## config.mk

```make
export PLATFORM = sky130hd
export DESIGN_NAME = arcade_input_mapper
export DESIGN_NICKNAME = d
export VERILOG_FILES = /design/src/rtl/input_map_pkg.sv /design/src/rtl/coin_pulser.sv /design/src/rtl/arcade_input_mapper.sv
export SDC_FILE = /design/constraint.sdc
export NUM_CORES = 1
export LEC_CHECK = 0
export ABC_AREA = 1
export CORE_MARGIN = 5
export CORE_UTILIZATION = 53
export DETAILED_ROUTE_END_ITERATION = 16
export PLACE_DENSITY = 0.92
export SLEW_MARGIN = 20
export SYNTH_ARGS = -nofsm -noshare
export SYNTH_HDL_FRONTEND = slang
export SYNTH_HIERARCHICAL = 1
export SYNTH_SLANG_ARGS = --single-unit
```

## constraint.sdc

```tcl
create_clock -name clk_sys -period 1.7 [get_ports clk_sys]
set_input_delay 0.51 -clock clk_sys [delete_from_list [all_inputs] [get_ports clk_sys]]
set_output_delay 0.51 -clock clk_sys [all_outputs]
set_load 0.005 [all_outputs]
```

## src/rtl/input_map_pkg.sv

```systemverilog
// input_map_pkg: key map, bit layouts and SOCD helper for arcade_input_mapper
package input_map_pkg;
  localparam int NKEYS = 19;
  localparam int K_P1U = 0, K_P1D = 1, K_P1L = 2, K_P1R = 3;
  localparam int K_P1F = 4, K_P1FA = 5, K_P1FB = 6;
  localparam int K_S1A = 7, K_S1B = 8, K_S2A = 9, K_S2B = 10;
  localparam int K_C1 = 11, K_C2 = 12;
  localparam int K_P2U = 13, K_P2D = 14, K_P2L = 15, K_P2R = 16, K_P2F = 17;
  localparam int K_TEST = 18;
  // {ext, code}; 014 appears with both ext values so each is tracked on its own
  localparam logic [8:0] KEY_MAP [NKEYS] = '{
    9'h175, 9'h172, 9'h16B, 9'h174, 9'h029, 9'h014, 9'h114,
    9'h005, 9'h016, 9'h006, 9'h01E, 9'h02E, 9'h036,
    9'h02D, 9'h02B, 9'h023, 9'h034, 9'h01C, 9'h02C};
  localparam int CTL_R = 0, CTL_L = 1, CTL_D = 2, CTL_U = 3, CTL_F = 4;
  localparam int JOY_R = 0, JOY_L = 1, JOY_D = 2, JOY_U = 3, JOY_F = 4;
  localparam int JOY_S1 = 5, JOY_S2 = 6, JOY_COIN = 7;
  function automatic logic [1:0] socd_clean(input logic [1:0] d);
    return (&d) ? 2'b00 : d;
  endfunction
endpackage

```

## src/rtl/coin_pulser.sv

```systemverilog
// coin_pulser: turns rising edges of a coin source into fixed-width pulses
module coin_pulser #(
  parameter int COIN_PULSE = 12000
) (
  input  logic clk_sys,
  input  logic reset,
  input  logic i_src,
  output logic o_pulse
);
  if (COIN_PULSE == 0) begin : g_pass
    logic r_pulse;
    always_ff @(posedge clk_sys) r_pulse <= reset ? 1'b0 : i_src;
    assign o_pulse = r_pulse;
  end else begin : g_cnt
    localparam int CW = $clog2(COIN_PULSE + 1);
    logic r_prev;
    logic [CW-1:0] r_cnt;
    // edges arriving while a pulse is running are dropped, but r_prev still tracks
    always_ff @(posedge clk_sys) begin
      if (reset) begin
        r_prev <= 1'b0;
        r_cnt  <= '0;
      end else begin
        r_prev <= i_src;
        if (r_cnt != '0) r_cnt <= r_cnt - 1'b1;
        else if (i_src && !r_prev) r_cnt <= CW'(COIN_PULSE);
      end
    end
    assign o_pulse = r_cnt != '0;
  end
endmodule

```

## src/rtl/arcade_input_mapper.sv

```systemverilog
// arcade_input_mapper: ps2 keyboard + HPS joystick front end producing
// per-player controls, start, coin pulses and test for arcade cores
module arcade_input_mapper
  import input_map_pkg::*;
#(
  parameter int PLAYERS     = 2,
  parameter int MERGE_JOY   = 0,
  parameter int START_COINS = 1,
  parameter int COIN_PULSE  = 12000,
  parameter int SOCD        = 0
) (
  input  logic                 clk_sys,
  input  logic                 reset,
  input  logic [10:0]          ps2_key,
  input  logic [15:0]          joystick_0,
  input  logic [15:0]          joystick_1,
  input  logic                 rotate,
  output logic [PLAYERS*5-1:0] p_ctrl,
  output logic [PLAYERS-1:0]   start,
  output logic [PLAYERS-1:0]   coin,
  output logic                 test
);
  logic             r_old_tog;
  logic [NKEYS-1:0] r_keys;
  logic [PLAYERS*5-1:0] r_ctrl, w_ctrl;
  logic [PLAYERS-1:0]   r_start, w_start, w_src;
  logic             r_test;
  logic             w_event;
  logic [15:0]      w_jall, w_jst;
  logic [3:0]       w_kdir [2];
  logic             w_kfire [2];
  logic             w_kstart [2];
  logic             w_kcoin [2];
  assign w_event = ps2_key[10] ^ r_old_tog;
  // old_tog follows the toggle even in reset, so leaving reset never fakes an event
  always_ff @(posedge clk_sys) begin
    r_old_tog <= ps2_key[10];
    if (reset) r_keys <= '0;
    else if (w_event)
      for (int k = 0; k < NKEYS; k++)
        if (ps2_key[8:0] == KEY_MAP[k]) r_keys[k] <= ps2_key[9];
  end
  assign w_kdir[0]   = {r_keys[K_P1U], r_keys[K_P1D], r_keys[K_P1L], r_keys[K_P1R]};
  assign w_kdir[1]   = {r_keys[K_P2U], r_keys[K_P2D], r_keys[K_P2L], r_keys[K_P2R]};
  assign w_kfire[0]  = r_keys[K_P1F] | r_keys[K_P1FA] | r_keys[K_P1FB];
  assign w_kfire[1]  = r_keys[K_P2F];
  assign w_kstart[0] = r_keys[K_S1A] | r_keys[K_S1B];
  assign w_kstart[1] = r_keys[K_S2A] | r_keys[K_S2B];
  assign w_kcoin[0]  = r_keys[K_C1];
  assign w_kcoin[1]  = r_keys[K_C2];
  assign w_jall = joystick_0 | joystick_1;
  assign w_jst  = (MERGE_JOY != 0) ? w_jall : joystick_0;
  for (genvar p = 0; p < PLAYERS; p++) begin : g_pl
    logic [15:0] w_joy;
    logic [3:0]  w_dir, w_rot;
    assign w_joy = (MERGE_JOY != 0) ? w_jall : (p == 0 ? joystick_0 : joystick_1);
    assign w_dir = w_kdir[p] | w_joy[JOY_U:JOY_R];
    // rotated {U,D,L,R} = {L,R,D,U}
    assign w_rot = rotate ? {w_dir[CTL_L], w_dir[CTL_R], w_dir[CTL_D], w_dir[CTL_U]} : w_dir;
    assign w_ctrl[5*p +: 5] = {w_kfire[p] | w_joy[JOY_F],
      (SOCD != 0) ? {socd_clean(w_rot[3:2]), socd_clean(w_rot[1:0])} : w_rot};
    assign w_start[p] = w_kstart[p] | w_jst[JOY_S1 + p];
    assign w_src[p]   = w_kcoin[p] | w_joy[JOY_COIN] | ((START_COINS != 0) && w_start[p]);
    coin_pulser #(.COIN_PULSE(COIN_PULSE)) u_coin (
      .clk_sys(clk_sys),
      .reset  (reset),
      .i_src  (w_src[p]),
      .o_pulse(coin[p])
    );
  end
  always_ff @(posedge clk_sys) begin
    if (reset) begin
      r_ctrl  <= '0;
      r_start <= '0;
      r_test  <= 1'b0;
    end else begin
      r_ctrl  <= w_ctrl;
      r_start <= w_start;
      r_test  <= r_keys[K_TEST];
    end
  end
  assign p_ctrl = r_ctrl;
  assign start  = r_start;
  assign test   = r_test;
endmodule

```

### Word-level counts from Yosys, hierarchy flattened

Cells that the tools add are included.

* muxes and demuxes: 6
* bitwise logic cells: 15
* equality and inequality tests: 19
* $add $sub $neg: 2
* reduce and logical (&&, ||, !) cells: 27

Operators by type and width (number)
* $eq 9x6->1 const B: 8
* $mux 14: 4
* $eq 9x9->1 const B: 5
* $reduce_and 2->1: 19
* $eq 9x5->1 const B: 4
* $reduce_bool 14->1: 2
* $sub 14x1->14 const B: 2
* $eq 9x3->1 const B: 2
* $or 1x1->1: 12
* $mux 4: 2
* $or 4x4->4: 2
* $reduce_bool 2->1: 2
* $logic_and 1x1->1: 2
* $logic_not 1->1: 2
* $xor 1x1->1: 1

* output and inout port bits: 15
* input bits: 46
* logic and storage cells: 96
* register bits after elaboration: 63

### Logic depth before layout (Yosys ltp)

Gate-level depths: netlist of run 1.

* depth after elaboration: 6
* gate-level depth with buffers: 9
* depth with buffers taken out: 9

### By module

Netlist of run 1, hierarchy kept.

By module, submodules not included
* arcade_input_mapper: cells an instance 235, area each 1586.5 sq um, times used 1, seq. area each 660.6 sq um
* coin_pulser at g_pl[1].u_coin: cells an instance 150, area each 959.7 sq um, times used 1, seq. area each 300.3 sq um
* coin_pulser at g_pl[0].u_coin: cells an instance 145, area each 948.4 sq um, times used 1, seq. area each 300.3 sq um

### Least setup slack after synthesis of run 1

Ideal clock, no wire load.

* path kind: register to output
* start: register g_pl[1].u_coin.g_cnt.r_cnt[0]
* end: output coin[1]
* required time: 1.190 ns
* path buffers: 0
* stages on the path, launching flop included: 6
* arrival time: 0.874 ns
* setup slack: 0.316 ns
* cells stage by stage: dfxtp_1 > inv_1 > ha_1 > nand2_1 > nor2_1 > nand4_1

* cells in the longest elaborated chain, start to end: 1

RTL lines
* start, declared: line coin_pulser.sv:17 `logic [CW-1:0] r_cnt;`
* start signal, assigned: line coin_pulser.sv:25 `if (r_cnt != '0) r_cnt <= r_cnt - 1'b1;`
* start signal, assigned: line coin_pulser.sv:26 `else if (i_src && !r_prev) r_cnt <= CW'(COIN_PULSE);`
* $reduce_bool 14->1: line coin_pulser.sv:29 `assign o_pulse = r_cnt != '0;`
* end, declared: line arcade_input_mapper.sv:20 `output logic [PLAYERS-1:0] coin,`

Every way passes these cells.

### Worst setup path in the final report of run 1

* start: register g_pl[0].u_coin.g_cnt.r_cnt[0]
* end: output coin[0]

* cells in the longest elaborated chain, start to end: 1

RTL lines (line)
* start, declared: coin_pulser.sv:17
* start signal, assigned: coin_pulser.sv:25
* start signal, assigned: coin_pulser.sv:26
* $reduce_bool 14->1: coin_pulser.sv:29

Every way passes these cells.

==> reports/metrics.yaml, run 1 <==
cts_buffers: 9
slowest_stage: "dfxtp_2"
synth_top_family_by_area: "simple AND/OR/NAND/NOR gates"
post-route-period-util_pct: 106.4
synth_compound_area_share_pct: 7.089
drcViolationCount: 0
clkTransAtPathRegs_ns: 0.08
violations: "negative setup slack"
row_count: 29
syn_area_um2: 3495
ant_nets: 0
power.internal_mw: 4.082
place_inst: 689
ys_ff_latch: 63
h-tree-depth: 3
antenna_found_initial: 0
mostFrequentLayoutCell: "nor2_1"
final_cells: 718
fin_setup_tns_ns: -0.1731
synth_nets: 580
initial_core_util_pct: 54.72
rsz0062_at_grt: "true"
gp_congestion: 0.9573
core-area_um2: 6386
worstPathArrival_ns: 1.30
grt_first_pass_wirelength_um: 17270
cts_tree: "built"
drv_slew: 0
final_cell_mix: "nor2_1, nand2_1, buf_4, inv_1, dfxtp_1"
synth_cell_types: 34
final_layout_size_suffix_gt1_share_pct: 25.59
yosys.area_share.simple_pct: 46.80
synth_mux_area_share_pct: 0
synth_seq_area_share_pct: 36.09
dr.pass1.iters: 5
synth-edff-count: 0
p_switching_mw: 3.323
p_leak_nw: 2.384
hold_viol: 0
drtIter0Drc: 298
yosys-top-cells-area: "dfxtp_1, nor2_1, nand2_1, nand3_1, inv_1"
setup-violations-final: 2
post-place-ws_ns: -0.2100
hold_buffers: 0
hold_class: "register to register"
synth-async-reset-ratio_pct: 0
fin_nets: 686
dp_hpwl_um: 6562
power_density_nw_per_um2: 1544
clockBufferDepth: 2
critPathKind: "register to primary output"
max-slew-margin-rel_pct: 78.71
crit_fanout: 2
wirelength_um: 10530
io_pins: 61
synth_fa_ha_area_share_pct: 1.432
syn_inst: 530
critPathLaunchType: "register"
synth-xor-area-share_pct: 0.2506
yosysTopAreaCell: "dfxtp_1"
clock_skew_ns: 0.008770
timing.max_cap.violations: 0
path_cells: "inv_2 > ha_4 > nand2_4 > nor2_4 > nand4_1 > buf_2"
syn_area_per_cell_um2: 6.594
dieArea_um2: 8317
dieWidth_um: 91.20
vias_per_cell: 5.563
timing.final.ws_setup_ns: -0.1086
num_antenna_cells: 0
slowest_delay_ns: 0.33
clock.fmax_mhz: 552.9
numPortBuffers: 42
wl_per_cell_um: 14.67
p_seq_share_pct: 26.8
pwr-share-comb_pct: 54.8
track_usage_pct: 25.00
cp.required_ns: 1.19
fin_crit_ns: 1.809
grt_max_degree: 28
gr-total-overflow: 0
crit_path_end_kind: "primary output"
grt_pass1_vias: 4010
route.vias.total: 3994
synth_ff_type: "dfxtp_1"
ir_drop_mv: 0.7398
p_clk_share_pct: 18.4
clock_latency_ns: 0.35
swShare_pct: 44.88
clockRootBuffer: "clkbuf_8"
status: "complete, but fails checks"
whs_ns: 0.4779
syn_to_final_growth_pct: 37.27
rrSetupSlack_ns: 0.06
worstMarginPinSlew_ns: 0.3165
dieHeight_um: 91.20
clock-sinks: 63
ys_warn_count: 6
yosysTopAreaCellShare_pct: 36.09
[flip-flops by register name (all words and copies together), names as in the netlist]
name,cells
g_pl.u_coin/g_cnt.r_cnt,28
r_keys,19
p_ctrl,10
g_pl.u_coin/g_cnt.r_prev,2
start,2
r_old_tog,1
test,1
[logic make-up (layout without fill, tap and decap cells)]
logic type,count (synthesis),in the layout
simple gates,342,342
buf+inv,72,183
flops,63,63
compound gates,48,48
fa+ha+maj,4,4
xor+xnor,1,1
[cell usage after synthesis, types with 4 or more instances]
cell type and number:
nor2_1 129, nor2_2 8, or2_2 8, nand3_1 51, ha_1 4, dfxtp_1 63, nand2_2 7, inv_2 4
o21ai_0 21, nand2_1 103, nor2_4 14, inv_1 56, a21oi_1 24
[critical path, delay by kind of cell, from the launching register on]
family                   cells  cell delay (ns)
flip-flops                   1             0.33
AND/OR/NAND/NOR              3             0.24
buffers and inverters        2             0.23
adder cells (fa/ha/maj)      1             0.15
[timing repair]
item                                    CTS  global route
buffers inserted                         10             4
endpoints found under the setup margin    5            29
gates resized for setup                  34            31
pin swaps                                 8             7
[final timing paths]
kind | startpoint | end | cells after the start
worst max-delay path | g_pl[0].u_coin/g_cnt.r_cnt[0]$_SDFFE_PP0P_ | coin[0] | 6
worst max register to register | g_pl[0].u_coin/g_cnt.r_cnt[1]$_SDFFE_PP0P_ | g_pl[0].u_coin/g_cnt.r_cnt[13]$_SDFFE_PP0P_ | 9
worst min-delay path | r_keys[18]$_SDFFE_PP0P_ | test$_SDFF_PP0_ | 2
worst min register to register | r_keys[18]$_SDFFE_PP0P_ | test$_SDFF_PP0_ | 2
[layout make-up]
type / instances / area [µm²]
inverters: 64 / 246.5
fillers: 416 / 1589
multi-input cells: 395 / 2059
flip-flops and latches: 63 / 1277
clock buffers: 9 / 123.9
repair buffers: 103 / 914.6
well taps: 77 / 96.34
clock inverters: 7 / 78.83
[metal layers]
metal	global-route usage, %	up-vias	part of all wire (%)
met5	0	-	0
met4	16.01	0	5.9
met3	6.694	73	8.4
met2	43.93	245	49
met1	26.13	1799	37
li1	-	1877	-
[power groups by stage]
stage / Combinational (mW) / Clock [mW] / Sequential, mW
6_report: 4.06 / 1.36 / 1.99
5_1_grt: 4.43 / 1.45 / 2.01
4_1_cts: 3.52 / 1.38 / 1.95
3_5_place_dp: 3.24 / 0 / 1.96
3_3_place_gp: 3.06 / 0 / 1.95
2_1_floorplan: 2.16 / 0 / 1.95
[per-stage QoR]
step	total power [mW]	utilization (%)	area, µm²
after detailed placement	5.207	68.14	4352
after floorplan	4.103	-	3495
final	7.405	75.12	4797
after global routing	7.892	75.12	4797
after CTS	6.853	73.20	4674
after global placement	5.007	68.14	4352
(Power assumes the default switching activity.)
==> run 2, diff against run 1 <==
Settings changed: RECOVER_POWER set to 50, TNS_END_PERCENT set to 20.
==> run 2 against run 1 <==
Net effect: cell area shrank 1.2%; clock power is essentially flat; critical path depth is the same; sequential power is essentially flat; cell count is the same; clock-buffer cell count is the same; sequential cell count is the same; non-clock buffer count is the same; the run still ends with negative setup slack left; core utilization shrank 0.92 points; via count grew 0.55%.
==> reports/metrics.yaml, run 2 (synthesis gave the netlist of run 1 again) <==
hold_class: "register to register"  # unchanged
ir_drop_mv: 0.7315  # was 0.7398 mV
cts_tree: "built"  # unchanged
regToRegEndpoint: "g_pl[0].u_coin/g_cnt.r_cnt[13]$_SDFFE_PP0P_"  # unchanged
clock-sinks: 63  # unchanged
syn_to_final_growth_pct: 35.59  # was 37.27%
drcViolationCount: 0  # unchanged
worstMarginPinSlew_ns: 0.5189  # was 0.3165 ns
power_density_nw_per_um2: 1563  # was 1544 nW/µm²
num_antenna_cells: 0  # unchanged
status: "complete, but fails checks"  # unchanged
clockRootBuffer: "clkbuf_8"  # unchanged
antenna_found_initial: 0  # unchanged
p_leak_nw: 2.229  # was 2.384 nW
grt_max_degree: 28  # unchanged
grt_first_pass_wirelength_um: 17270  # unchanged
gp_congestion: 0.9573  # unchanged
mostFrequentLayoutCell: "nor2_1"  # unchanged
fin_util_pct: 74.20  # was 75.12%
clockBufferDepth: 2  # unchanged
violations: "negative setup slack"  # unchanged
route.vias.total: 4016  # was 3994
core-area_um2: 6386  # unchanged
r2r_start: "g_pl[0].u_coin/g_cnt.r_cnt[1]$_SDFFE_PP0P_"  # unchanged
fin_crit_ns: 1.813  # was 1.809 ns
largest_register_ffs: 28  # unchanged
final_cells: 718  # unchanged
final_layout_size_suffix_gt1_share_pct: 25.12  # was 25.59%
final_cell_mix: "nor2_1, nand2_1, buf_4, inv_1, dfxtp_1"  # unchanged
rsz0062_at_grt: "true"  # unchanged
critPathLaunchType: "register"  # unchanged
timing.final.ws_setup_ns: -0.1132  # was -0.1086 ns
clkTransAtPathRegs_ns: 0.08  # about the same
dieWidth_um: 91.20  # unchanged
fin_nets: 686  # unchanged
dieArea_um2: 8317  # unchanged
max-slew-margin-rel_pct: 65.41  # was 78.71%
place_inst: 689  # unchanged
initial_core_util_pct: 54.72  # unchanged
drv_slew: 0  # unchanged
finalPower_mw: 7.408  # was 7.405 mW
reg2regPathDepth: 9  # unchanged
cts_buffers: 9  # unchanged
worstPathArrival_ns: 1.30  # about the same
rrSetupSlack_ns: 0.05  # was 0.06 ns
wl_per_cell_um: 14.77  # was 14.67 µm
post-route-period-util_pct: 106.7  # was 106.4%
holdPathEnd: "test$_SDFF_PP0_"  # unchanged
clock_skew_ns: 0.009374  # was 0.008770 ns
holdPathStages: 2  # unchanged
dp_hpwl_um: 6562  # unchanged
ant_nets: 0  # unchanged
crit_fanout: 2  # unchanged
clock.fmax_mhz: 551.5  # was 552.9 MHz
vias_per_cell: 5.593  # was 5.563
timing.max_cap.violations: 0  # unchanged
io_pins: 61  # unchanged
gr-total-overflow: 0  # unchanged
dieHeight_um: 91.20  # unchanged
row_count: 29  # unchanged
critPathKind: "register to primary output"  # unchanged
crit_path_end_kind: "primary output"  # unchanged
setup-violations-final: 3  # was 2
h-tree-depth: 3  # unchanged
numPortBuffers: 42  # unchanged
grt_pass1_vias: 4010  # unchanged
cp.required_ns: 1.19  # about the same
wirelength_um: 10610  # was 10530 µm
largest-register: "g_pl.u_coin/g_cnt.r_cnt"  # unchanged
hold_start: "r_keys[18]$_SDFFE_PP0P_"  # unchanged
drtIter0Drc: 276  # was 298
dr.pass1.iters: 5  # unchanged
track_usage_pct: 25.00  # unchanged
clock_latency_ns: 0.36  # was 0.35 ns
hold_viol: 0  # unchanged
-- run 2: report_power, final --
group          internal (mW)  switching (mW)  total (mW)
Combinational           1.63            2.42        4.05
Clock                  0.694           0.678        1.37
Sequential              1.74           0.241        1.99
-- run 2: worst max-delay path by stage --
| stage | startpoint | endpoint | slack, ns | cells past startpoint |
|---|---|---|---|---|
| final | g_pl[0].u_coin/g_cnt.r_cnt[0]$_SDFFE_PP0P_ | coin[0] | -0.11 | 6 |
| after global routing | g_pl[0].u_coin/g_cnt.r_cnt[0]$_SDFFE_PP0P_ | coin[0] | -0.18 | 6 |
| after CTS | g_pl[0].u_coin/g_cnt.r_cnt[0]$_SDFFE_PP0P_ | coin[0] | -0.07 | 6 |
| after detailed placement | joystick_0[5] | g_pl[0].u_coin/g_cnt.r_cnt[11]$_SDFFE_PP0P_ | -0.21 | 9 |
| after global placement | joystick_0[5] | g_pl[0].u_coin/g_cnt.r_cnt[11]$_SDFFE_PP0P_ | -0.22 | 9 |
| after floorplan | g_pl[1].u_coin/g_cnt.r_cnt[0]$_SDFFE_PP0P_ | coin[1] | 0.32 | 5 |
-- run 2: worst max-delay path, stage by stage (launching register included) --
cell     delay, ns
dfxtp_2       0.33
inv_2         0.08
ha_4          0.15
nand2_4       0.06
nor2_4        0.09
nand4_1       0.09
buf_2         0.15
-- run 2: per-layer routing --
metal	routed length, µm	vias up	share of wire (%)	track usage, %
met5	0	-	0	0
met4	667	0	6.3	16.01
met3	894	86	8.4	6.694
met2	5188	228	49	43.93
met1	3855	1827	36	26.13
li1	-	1875	-	-
-- run 2: cell type report --
| type | instances | area, µm² |
|---|---|---|
| well taps | 77 | 96.34 |
| fillers | 429 | 1648 |
| multi-input cells | 395 | 2044 |
| clock inverters | 7 | 78.83 |
| clock buffers | 9 | 123.9 |
| repair buffers | 103 | 870.8 |
| flip-flops and latches | 63 | 1277 |
| inverters | 64 | 246.5 |
-- run 2: repair_timing --
action                                  4_1_cts  5_1_grt
hold endpoints to repair                      0        0
pin swaps                                     8        7
endpoints found under the setup margin        5       29
gates resized for setup                      34       31
hold buffers                                  0        0
setup buffers                                10        4
-- run 2: stage by stage --
stage | area (µm²) | worst slack [ns] | TNS [ns] | hold slack [ns]
floorplan | 3495 | 0.3159 | 0 | 0.4028
global placement | 4352 | -0.2163 | -4.774 | 0.4400
detailed placement | 4352 | -0.2100 | -5.713 | 0.4535
CTS | 4674 | -0.07490 | -0.1428 | 0.4699
global route | 4738 | -0.1807 | -1.030 | 0.4970
finish | 4738 | -0.1132 | -0.2075 | 0.4799
==> run 3, diff against run 2 <==
Settings changed: CAP_MARGIN set to 10.
==> results of run 3 <==
Final layout, timing and power as in run 2 (identical DEF).
